==> config.mk <==
export PLATFORM = sky130hd
export DESIGN_NAME = spi_target
export DESIGN_NICKNAME = d
export VERILOG_FILES = /design/src/rtl/spi_pkg.sv /design/src/rtl/spi_sync.sv /design/src/rtl/spi_target.sv
export SDC_FILE = /design/constraint.sdc
export NUM_CORES = 1
export LEC_CHECK = 0
export ABC_AREA = 1
export ABC_CLOCK_PERIOD_IN_PS = 1900
export CORE_MARGIN = 8
export CORE_UTILIZATION = 58
export CTS_BUF_LIST = sky130_fd_sc_hd__clkbuf_4
export CTS_CLUSTER_DIAMETER = 200
export DETAILED_ROUTE_END_ITERATION = 10
export HOLD_SLACK_MARGIN = 0.02
export PLACE_DENSITY_LB_ADDON = 0.05
export SETUP_SLACK_MARGIN = 0.1
export SYNTH_ARGS = -nofsm -noshare
export SYNTH_HDL_FRONTEND = slang
export SYNTH_SLANG_ARGS = --single-unit
==> constraint.sdc <==
create_clock -name clk -period 1.9 [get_ports clk]
set_input_delay 0.38 -clock clk [delete_from_list [all_inputs] [get_ports clk]]
set_output_delay 0.38 -clock clk [all_outputs]
set_load 0.02 [all_outputs]
==> src/rtl/spi_pkg.sv <==
// Shared SPI definitions: register map, mode bit positions and endpoint state.
// Used by both the SPI controller and the SPI target.
package spi_pkg;

  localparam logic [2:0] SPI_ADDR_DATA   = 3'd0;
  localparam logic [2:0] SPI_ADDR_STATUS = 3'd2;
  localparam logic [2:0] SPI_ADDR_INT    = 3'd3;
  localparam logic [2:0] SPI_ADDR_MODE   = 3'd4;
  localparam logic [2:0] SPI_ADDR_FILL   = 3'd7;

  localparam int MODE_CPHA = 0;
  localparam int MODE_CPOL = 1;

  typedef enum logic {
    IDLE   = 1'b0,
    ACTIVE = 1'b1
  } spi_state_t;

endpackage

==> src/rtl/spi_sync.sv <==
// Multi-flop synchroniser for one asynchronous SPI pin, with rise/fall pulses
// taken from the last synchronised stage against its previous value.
module spi_sync #(
  parameter int SYNC_STAGES = 2
) (
  input  logic clk,
  input  logic reset_n,
  input  logic i_async,
  output logic o_sync,
  output logic o_rise,
  output logic o_fall
);

  logic [SYNC_STAGES-1:0] r_sync;
  logic                   r_prev;

  always_ff @(posedge clk) begin
    if (!reset_n) begin
      r_sync <= '0;
      r_prev <= 1'b0;
    end else begin
      r_sync <= {r_sync[SYNC_STAGES-2:0], i_async};
      r_prev <= r_sync[SYNC_STAGES-1];
    end
  end

  assign o_sync = r_sync[SYNC_STAGES-1];
  assign o_rise = o_sync & ~r_prev;
  assign o_fall = ~o_sync & r_prev;

endmodule

==> src/rtl/spi_target.sv <==
// SPI target endpoint: 8-bit MSB-first frames in all four CPOL/CPHA modes,
// exposed through the same 3-bit register bus as the SPI controller.
module spi_target
  import spi_pkg::*;
#(
  parameter int         SYNC_STAGES  = 2,
  parameter logic [7:0] FILL_DEFAULT = 8'hFF
) (
  input  logic       clk,
  input  logic       reset_n,
  input  logic       spi_clk,
  input  logic       mosi,
  input  logic       cs_n,
  output logic       miso,
  output logic       miso_oe,
  output logic       interrupt,
  input  logic [2:0] reg_addr,
  input  logic [7:0] reg_data_in,
  output logic [7:0] reg_data_out,
  input  logic       reg_read,
  input  logic       reg_write
);

  logic w_sck_s, w_sck_rise, w_sck_fall;
  logic w_mosi_s, w_mosi_rise, w_mosi_fall;
  logic w_cs_s, w_cs_rise, w_cs_fall;
  logic w_unused;

  spi_sync #(.SYNC_STAGES(SYNC_STAGES)) u_sync_sck (
    .clk(clk), .reset_n(reset_n), .i_async(spi_clk),
    .o_sync(w_sck_s), .o_rise(w_sck_rise), .o_fall(w_sck_fall));
  spi_sync #(.SYNC_STAGES(SYNC_STAGES)) u_sync_mosi (
    .clk(clk), .reset_n(reset_n), .i_async(mosi),
    .o_sync(w_mosi_s), .o_rise(w_mosi_rise), .o_fall(w_mosi_fall));
  spi_sync #(.SYNC_STAGES(SYNC_STAGES)) u_sync_cs (
    .clk(clk), .reset_n(reset_n), .i_async(cs_n),
    .o_sync(w_cs_s), .o_rise(w_cs_rise), .o_fall(w_cs_fall));

  assign w_unused = ^{w_sck_s, w_mosi_rise, w_mosi_fall, w_cs_s};

  spi_state_t r_state, w_state_next;
  logic [2:0] r_bit_cnt;
  logic [7:0] r_rx_sh, r_rx_data, r_tx_sh, r_tx_buf, r_fill;
  logic       r_rx_valid, r_overrun, r_tx_full, r_first, r_int_en, r_irq;
  logic [1:0] r_mode, r_mode_act, r_int_status;

  always_ff @(posedge clk) begin
    if (!reset_n) r_state <= IDLE;
    else          r_state <= w_state_next;
  end

  always_comb begin
    w_state_next = r_state;
    case (r_state)
      IDLE:    if (w_cs_fall) w_state_next = ACTIVE;
      ACTIVE:  if (w_cs_rise) w_state_next = IDLE;
      default: w_state_next = IDLE;
    endcase
  end

  logic       w_start, w_stop, w_act, w_cpol, w_cpha, w_lead, w_trail;
  logic       w_sample, w_shift_edge, w_done, w_load, w_shift, w_rd_data;
  logic [7:0] w_rx_next, w_load_val;
  logic [1:0] w_ist_clr;

  assign w_start      = (r_state == IDLE) && w_cs_fall;
  assign w_stop       = (r_state == ACTIVE) && w_cs_rise;
  assign w_act        = (r_state == ACTIVE) && !w_stop;
  assign w_cpol       = r_mode_act[MODE_CPOL];
  assign w_cpha       = r_mode_act[MODE_CPHA];
  assign w_lead       = w_cpol ? w_sck_fall : w_sck_rise;
  assign w_trail      = w_cpol ? w_sck_rise : w_sck_fall;
  assign w_sample     = w_act && (w_cpha ? w_trail : w_lead);
  assign w_shift_edge = w_act && (w_cpha ? w_lead : w_trail);
  assign w_rx_next    = {r_rx_sh[6:0], w_mosi_s};
  assign w_done       = w_sample && (r_bit_cnt == 3'd7);
  // CPHA=0 reloads on the trailing edge after the byte; CPHA=1 on the completing edge.
  assign w_load       = w_start || (w_cpha ? w_done : (w_shift_edge && r_bit_cnt == 3'd0));
  assign w_shift      = w_shift_edge && !w_load && !(w_cpha && r_first);
  assign w_load_val   = r_tx_full ? r_tx_buf : r_fill;
  assign w_rd_data    = reg_read && (reg_addr == SPI_ADDR_DATA);
  assign w_ist_clr    = (reg_write && reg_addr == SPI_ADDR_INT) ? reg_data_in[1:0] : 2'b00;

  always_ff @(posedge clk) begin
    if (!reset_n) begin
      r_bit_cnt    <= '0;
      r_rx_sh      <= '0;
      r_rx_data    <= '0;
      r_rx_valid   <= 1'b0;
      r_overrun    <= 1'b0;
      r_tx_sh      <= '0;
      r_tx_buf     <= '0;
      r_tx_full    <= 1'b0;
      r_fill       <= FILL_DEFAULT;
      r_first      <= 1'b1;
      r_mode       <= '0;
      r_mode_act   <= '0;
      r_int_en     <= 1'b0;
      r_int_status <= '0;
      r_irq        <= 1'b0;
    end else begin
      if (r_state == IDLE) r_mode_act <= r_mode;

      if (w_start || w_stop) begin
        r_bit_cnt <= '0;
        r_first   <= 1'b1;
      end
      if (w_sample) begin
        r_rx_sh   <= w_rx_next;
        r_bit_cnt <= r_bit_cnt + 3'd1;
      end
      if (w_shift_edge && w_cpha) r_first <= 1'b0;
      if (w_done) r_first <= 1'b1;

      if (w_load) begin
        r_tx_sh   <= w_load_val;
        r_tx_full <= 1'b0;
      end else if (w_shift) begin
        r_tx_sh <= {r_tx_sh[6:0], 1'b0};
      end

      // Later assignments win: a read clears, a completing byte sets again.
      if (w_rd_data) r_rx_valid <= 1'b0;
      if (reg_write && reg_addr == SPI_ADDR_INT && reg_data_in[7]) r_overrun <= 1'b0;
      if (w_done) begin
        r_rx_data  <= w_rx_next;
        r_rx_valid <= 1'b1;
        if (r_rx_valid && !w_rd_data) r_overrun <= 1'b1;
      end
      r_int_status <= (r_int_status & ~w_ist_clr) | {w_stop, w_done};
      r_irq        <= |(r_int_status & {2{r_int_en}});

      if (reg_write) begin
        case (reg_addr)
          SPI_ADDR_DATA: begin
            r_tx_buf  <= reg_data_in;
            r_tx_full <= 1'b1;
          end
          SPI_ADDR_MODE: begin
            r_mode   <= reg_data_in[1:0];
            r_int_en <= reg_data_in[2];
          end
          SPI_ADDR_FILL: r_fill <= reg_data_in;
          default: ;
        endcase
      end
    end
  end

  assign miso      = (r_state == ACTIVE) ? r_tx_sh[7] : 1'b0;
  assign miso_oe   = (r_state == ACTIVE);
  assign interrupt = r_irq;

  always_comb begin
    reg_data_out = 'x;
    case (reg_addr)
      SPI_ADDR_DATA:   reg_data_out = r_rx_data;
      SPI_ADDR_STATUS: reg_data_out = {4'b0, r_overrun, ~r_tx_full, r_rx_valid, r_state == ACTIVE};
      SPI_ADDR_INT:    reg_data_out = {6'b0, r_int_status};
      SPI_ADDR_MODE:   reg_data_out = {5'b0, r_int_en, r_mode};
      SPI_ADDR_FILL:   reg_data_out = r_fill;
      default:         reg_data_out = 'x;
    endcase
  end

endmodule

==> run_results.csv, run 1 <==
group,metric,value,unit
status,status,"completed",
critical_path,cp-start-kind,"input pin",
clocking,htreeDepth,3,
global_routing,grt_pass1_wl,11100,um
synthesis,syn_avg_cell_area,7.49,sq um
clocking,cts_tree,"built",
job,drv_cap,0,
critical_path,cp-endpoint,"reg_data_out[6]",
route,via_per_inst,5.39,
critical_path,worstReg2RegEnd,"r_tx_sh[0]",
critical_path,crit_path_cell_trace,"buf_2 -> buf_6 -> nand2_4 -> inv_4 -> nor3_4 -> buf_4 -> a22o_1 -> buf_6",
placed_design,gp_congestion,0.832,
floorplanning,rows,25,
global_routing,antenna_found_initial,0,
critical_path,cpMaxStageDelayCell,"nor3_4",
layout,final_cell_mix,"nand2_1, dfxtp_1, nand3_1",
critical_path,cp.required,1.52,ns
pwr,switchingPower,0.661,mW
timing,fmax,0.572,GHz
placed_design,portBuffers,28,
critical_path,crit_type,"in2out",
route,drc,0,
critical_path,crit_start,"reg_addr[2]",
min_path,hold_path_depth,2,
clocking,clockRootBuffer,"clkbuf_4",
layout,syn_to_final_growth,26.0,%
synthesis,ys_types,31,
route,drt_iter0_drc,206,
pwr,sw_frac_of_total,23.8,%
timing,finalSetupViolations,0,
floorplanning,die_area,7180,sq um
pwr,p_int,2.12,mW
floorplanning,die_w,84.8,um
pwr,p_clk_share,41.6,%
route,routed_wl,6730,um
placed_design,dp_cells,461,
floorplanning,io_pins,29,
clocking,clk_path_buf_depth,2,
global_routing,grt.total_usage,19.1,%
pwr,ir_drop,589,uV
critical_path,end_kind,"output pin",
timing,worst_pin_slew,0.291,ns
route,drtAntennaViolNets,0,
layout,layout_commonest_cell,"nand2_1",
route,vias,2588,
layout,n_antenna_cell,0,
pwr,p_leak,1.56,nW
critical_path,timing.rr.start,"r_bit_cnt[0]",
floorplanning,die-height,84.8,um
floorplanning,core-area,4630,sq um
critical_path,reg2reg_slack,0.29,ns
timing,final-hold-violation-count,0,
synthesis,synth_nets,387,
timing,finalCriticalPeriod,1.75,ns
critical_path,worstPathMaxFanout,8,
pwr,seqPwrFrac,49.2,%
critical_path,worst_path_most_repeated_cell,"buf_6",
clocking,clk_pin_slew,0.11,ns
layout,fin_cells,480,
layout,nNetsFinal,442,
clocking,clock_latency,0.40,ns
pwr,power_density,805,nW/um^2
synthesis,synthCells,366,
route,drt_pass1_iterations,4,
critical_path,critical_path_arrival,1.37,ns
timing,relSlewSlack,80.0,%
pwr,comb_power_share,9.2,%
synthesis,synth_seq_cells,63,
layout,drive_above_1_share,18.3,%
floorplanning,start_util,59.2,%
timing,rsz0062_at_grt,"true",
min_path,hold_path.class,"reg2reg",
timing,drv_slew,0,
global_routing,grt_max_degree,22,
pwr,power,2.78,mW
clocking,cts_made_buffers,9,
global_routing,overflow,0,
critical_path,r2r_cells,7,
route,wl_per_cell,14.0,um
timing,fin_crit_sh,92.0,%
synthesis,mappedNetlistArea,2740,sq um
critical_path,cpPeakStageDelay,0.17,ns
clocking,clock_sinks,63,
synthesis,ys_warn_count,0,
timing,skew,0.0127,ns
synthesis,synth-seq-area-share,46.0,%
global_routing,grt_pass1_vias,2368,
placed_design,dp_hpwl,4660,um
==> synthesized netlist by cell type, drive strengths merged <==
cell type,instances,area share (%)
nand2,108,15
dfxtp,63,46
nand3,43,8.7
a21oi,39,7.9
inv,32,4.4
nor2,28,5.1
o21ai,16,2.9
clkbuf,7,0.96
mux2i,7,2.6
a22o,4,1.3
clkinv,3,0.41
ha,3,1.4
a221oi,2,0.64
buf,2,0.59
nand4,2,0.46
nor3,2,0.37
a32oi,1,0.32
nor3b,1,0.27
o2111ai,1,0.32
o211ai,1,0.27
o22ai,1,0.23
==> worst max-delay path: cells and delay by family <==
| family | cells | cell delay (ns) |
|---|---|---|
| AO/OA/AOI/OAI | 1 | 0.17 |
| buffers and inverters | 5 | 0.57 |
| AND/OR/NAND/NOR | 2 | 0.24 |
==> worst min-delay path by stage <==
stage                          start               endpoint  slack, ns
3_3_place_gp   u_sync_mosi.r_sync[0]  u_sync_mosi.r_sync[1]       0.39
6_report        u_sync_sck.r_sync[0]   u_sync_sck.r_sync[1]       0.42
2_1_floorplan    u_sync_cs.r_sync[0]    u_sync_cs.r_sync[1]       0.39
4_1_cts        u_sync_mosi.r_sync[0]  u_sync_mosi.r_sync[1]       0.42
3_5_place_dp   u_sync_mosi.r_sync[0]  u_sync_mosi.r_sync[1]       0.40
5_1_grt         u_sync_sck.r_sync[0]   u_sync_sck.r_sync[1]       0.45
==> logic make-up (layout without fill, tap and decap cells) <==
logic type / count (synthesis) / in the layout / synth area share, %
flops: 63 / 63 / 46.0
compound gates: 65 / 65 / 13.9
mux: 7 / 7 / 2.56
simple gates: 184 / 184 / 29.8
fa+ha+maj: 3 / 3 / 1.37
buf+inv: 44 / 104 / 6.34
==> per-layer routing <==
metal | global-route usage [%] | up-vias | wire length, um
met4 | 5.18 | 0 | 108
li1 | - | 1323 | -
met2 | 30.4 | 64 | 3150
met5 | 0 | - | 0
met3 | 5.85 | 10 | 343
met1 | 24.4 | 1191 | 3130
==> area by class of cell <==
cell class	instances	area [sq um]
Clock buffer	9	67.6
Clock inverter	7	111
Fill cell	358	1170
Inverter	35	134
Multi-Input combinational cell	259	1370
Sequential cell	63	1260
Tap cell	54	67.6
Timing Repair Buffer	53	445
==> power by group through the flow <==
stage	Clock [mW]	Combinational (mW)	Sequential, mW
after floorplan	0	0.123	1.39
after global placement	0	0.234	1.40
after detailed placement	0	0.237	1.40
after CTS	1.16	0.240	1.37
after global routing	1.23	0.281	1.37
final	1.16	0.255	1.37
==> state kept, by name, summed over array words and instances (netlist names), 2 cells and up <==
register / count
r_mode: 2
r_rx_data: 8
r_mode_act: 2
r_fill: 8
r_tx_sh: 8
r_tx_buf: 8
r_int_status: 2
r_bit_cnt: 3
u_sync_mosi.r_sync: 2
u_sync_sck.r_sync: 2
r_rx_sh: 7
u_sync_cs.r_sync: 2
==> stage by stage <==
stage	setup WS (ns)	instance area, sq um	hold WS (ns)	utilization, %	setup TNS [ns]
3_5_place_dp	-0.692	3210	0.397	69.4	-5.05
3_3_place_gp	-0.660	3210	0.392	69.4	-4.87
2_1_floorplan	0.127	2740	0.390	-	0
5_1_grt	0.0845	3450	0.446	74.6	0
4_1_cts	0.0827	3400	0.422	73.5	0
6_report	0.152	3450	0.422	74.6	0
==> repair_timing <==
action / in CTS / in global routing
setup buffers: 1 / 2
hold buffers: 0 / 0
gates resized for setup: 56 / 18
setup endpoints to repair: 10 / 13
pin swaps: 3 / 6
(Power assumes the default switching activity.)
==> run 2: changes to the inputs <==
CELL_PAD_IN_SITES_DETAIL_PLACEMENT = 1   (was default)
CELL_PAD_IN_SITES_GLOBAL_PLACEMENT = 2   (was default)
CORE_UTILIZATION = 34   (was 58)
GPL_ROUTABILITY_DRIVEN = 0   (was default)
TNS_END_PERCENT = 5   (was default)
==> run 2 against run 1 <==
Against the previous run:
- die area increased by 56%
- final cell count increased by 9.8%
- count of clock-buffer cells in the layout unchanged
- global-route usage is 3.9 points lower
- non-clock buffer count down 1
- sequential share of layout area shrank 0.90 points
- critical path type is now reg2out
- critical endpoint is now reg_data_out[0]
- largest cell class unchanged
- largest power group unchanged
==> run_results.csv, run 2 (synthesis gave the netlist of run 1 again) <==
group,metric,value,unit
route,vias,2575,
global_routing,overflow,0,
route,routed_wl,8190,um
global_routing,grt_pass1_vias,2807,
global_routing,antenna_found_initial,0,
clocking,cts_made_buffers,9,
global_routing,grt_max_degree,30,
timing,finalWorstSetupSlack,0.129,ns
clocking,clock_latency,0.41,ns
job,drv_cap,0,
placed_design,dp_slack,-0.741,ns
min_path,hold_path.class,"reg2reg",
floorplanning,io_pins,29,
critical_path,critical_path_arrival,1.39,ns
layout,fin_util,45.6,%
critical_path,crit_type,"reg2out",
timing,setup_tns,0,ns
timing,skew,0.0201,ns
pwr,power,2.66,mW
layout,fill_cells,997,
timing,rsz0062_at_grt,"true",
layout,drive_above_1_share,18.8,%
route,drt_iter0_drc,81,
floorplanning,rows,32,
layout,n_antenna_cell,0,
timing,relSlewSlack,77.1,%
critical_path,cp.required,1.52,ns
route,via_per_inst,4.89,
critical_path,cp-start-kind,"flop",
timing,fin_crit_sh,93.2,%
layout,syn_to_final_growth,29.2,%
layout,layout_commonest_cell,"nand2_1",
timing,finalSetupViolations,0,
critical_path,worstPathMaxFanout,3,
route,drt_pass1_iterations,4,
critical_path,cpPeakStageDelay,0.33,ns
clocking,htreeDepth,3,
timing,finalCriticalPeriod,1.77,ns
clocking,cts_tree,"built",
floorplanning,core-area,7770,sq um
clocking,cts_hold_repair.buffers,0,
floorplanning,start_util,35.3,%
timing,final-hold-violation-count,0,
route,wl_per_cell,15.5,um
placed_design,portBuffers,28,
clocking,clock_sinks,63,
status,status,"completed",
timing,worst_pin_slew,0.344,ns
route,drtAntennaViolNets,0,
floorplanning,die-height,106,um
critical_path,end_kind,"output pin",
layout,nNetsFinal,441,
pwr,p_leak,1.55,nW
timing,fmax,0.565,GHz
route,drc,0,
clocking,clockRootBuffer,"clkbuf_4",
floorplanning,die_w,106,um
critical_path,crit_path_cell_trace,"inv_2 -> o21ai_2 -> a221oi_4 -> nand2_1 -> buf_6",
pwr,ir_drop,291,uV
global_routing,grt.total_usage,15.2,%
pwr,power_density,751,nW/um^2
clocking,clk_path_buf_depth,2,
layout,final_cell_mix,"nand2_1, dfxtp_1, nand3_1",
global_routing,grt_pass1_wl,13700,um
floorplanning,die_area,11200,sq um
timing,drv_slew,0,
clocking,clk_pin_slew,0.11,ns
placed_design,dp_hpwl,5930,um
critical_path,cpMaxStageDelayCell,"dfxtp_1",
## run 2: cell types whose count changed in the layout (fill, tap and decap cells not counted), moves of 2 or more
cell	change
a221oi_2	-2
a221oi_4	+2
buf_2	-4
buf_4	-2
buf_6	+4
clkinvlp_4	+2
## run 2: worst max-delay path, delay by kind of cell (launching register included)
kind            cells  cell delay (ns)
compound gates      2             0.32
buf+inv             2             0.25
flops               1             0.33
simple gates        1             0.10
## run 2: final timing paths
kind / start / to / slack [ns] / cells past startpoint
worst max register to register: r_bit_cnt[0] / r_tx_sh[5] / 0.23 / 7
worst min register to register: u_sync_sck.r_sync[0] / u_sync_sck.r_sync[1] / 0.43 / 2
worst min-delay path: u_sync_sck.r_sync[0] / u_sync_sck.r_sync[1] / 0.43 / 2
worst max-delay path: miso_oe / reg_data_out[0] / 0.13 / 5
## run 2: metal layers
layer / GRT usage (%) / part of all wire, %
met1: 18.2 / 46
met2: 25.3 / 50
met3: 4.75 / 3.2
met4: 4.92 / 0.95
met5: 0 / 0
## run 2: final cells by class
type                       instances  area [sq um]  share of cell area (%)
multi-input combinational        259          1400                    39.5
clock inverter                     7          87.6                    2.47
tap                              102           128                    3.60
sequential                        63          1260                    35.6
clock buffer                       9          67.6                    1.91
inverter                          35           139                    3.92
timing repair buffer              52           460                    13.0
## run 2: through the flow
step | cell area [sq um] | hold WS [ns] | instances
after global placement | 3270 | 0.393 | 509
after CTS | 3450 | 0.433 | 526
after global routing | 3540 | 0.451 | 527
after detailed placement | 3270 | 0.405 | 509
final | 3540 | 0.426 | 527
after floorplan | 2740 | 0.390 | 366
## run 2: repair_timing
action | CTS | global route
hold endpoints to repair | 0 | 0
buffers inserted | 1 | 1
endpoints found under the setup margin | 10 | 18
resized for setup | 57 | 30
pin swaps | 3 | 10
## run 2: power breakdown
part	internal [mW]	switching (mW)	leakage [nW]
Combinational	0.116	0.147	0.964
Sequential	1.35	0.0228	0.512
Clock	0.522	0.502	0.0770
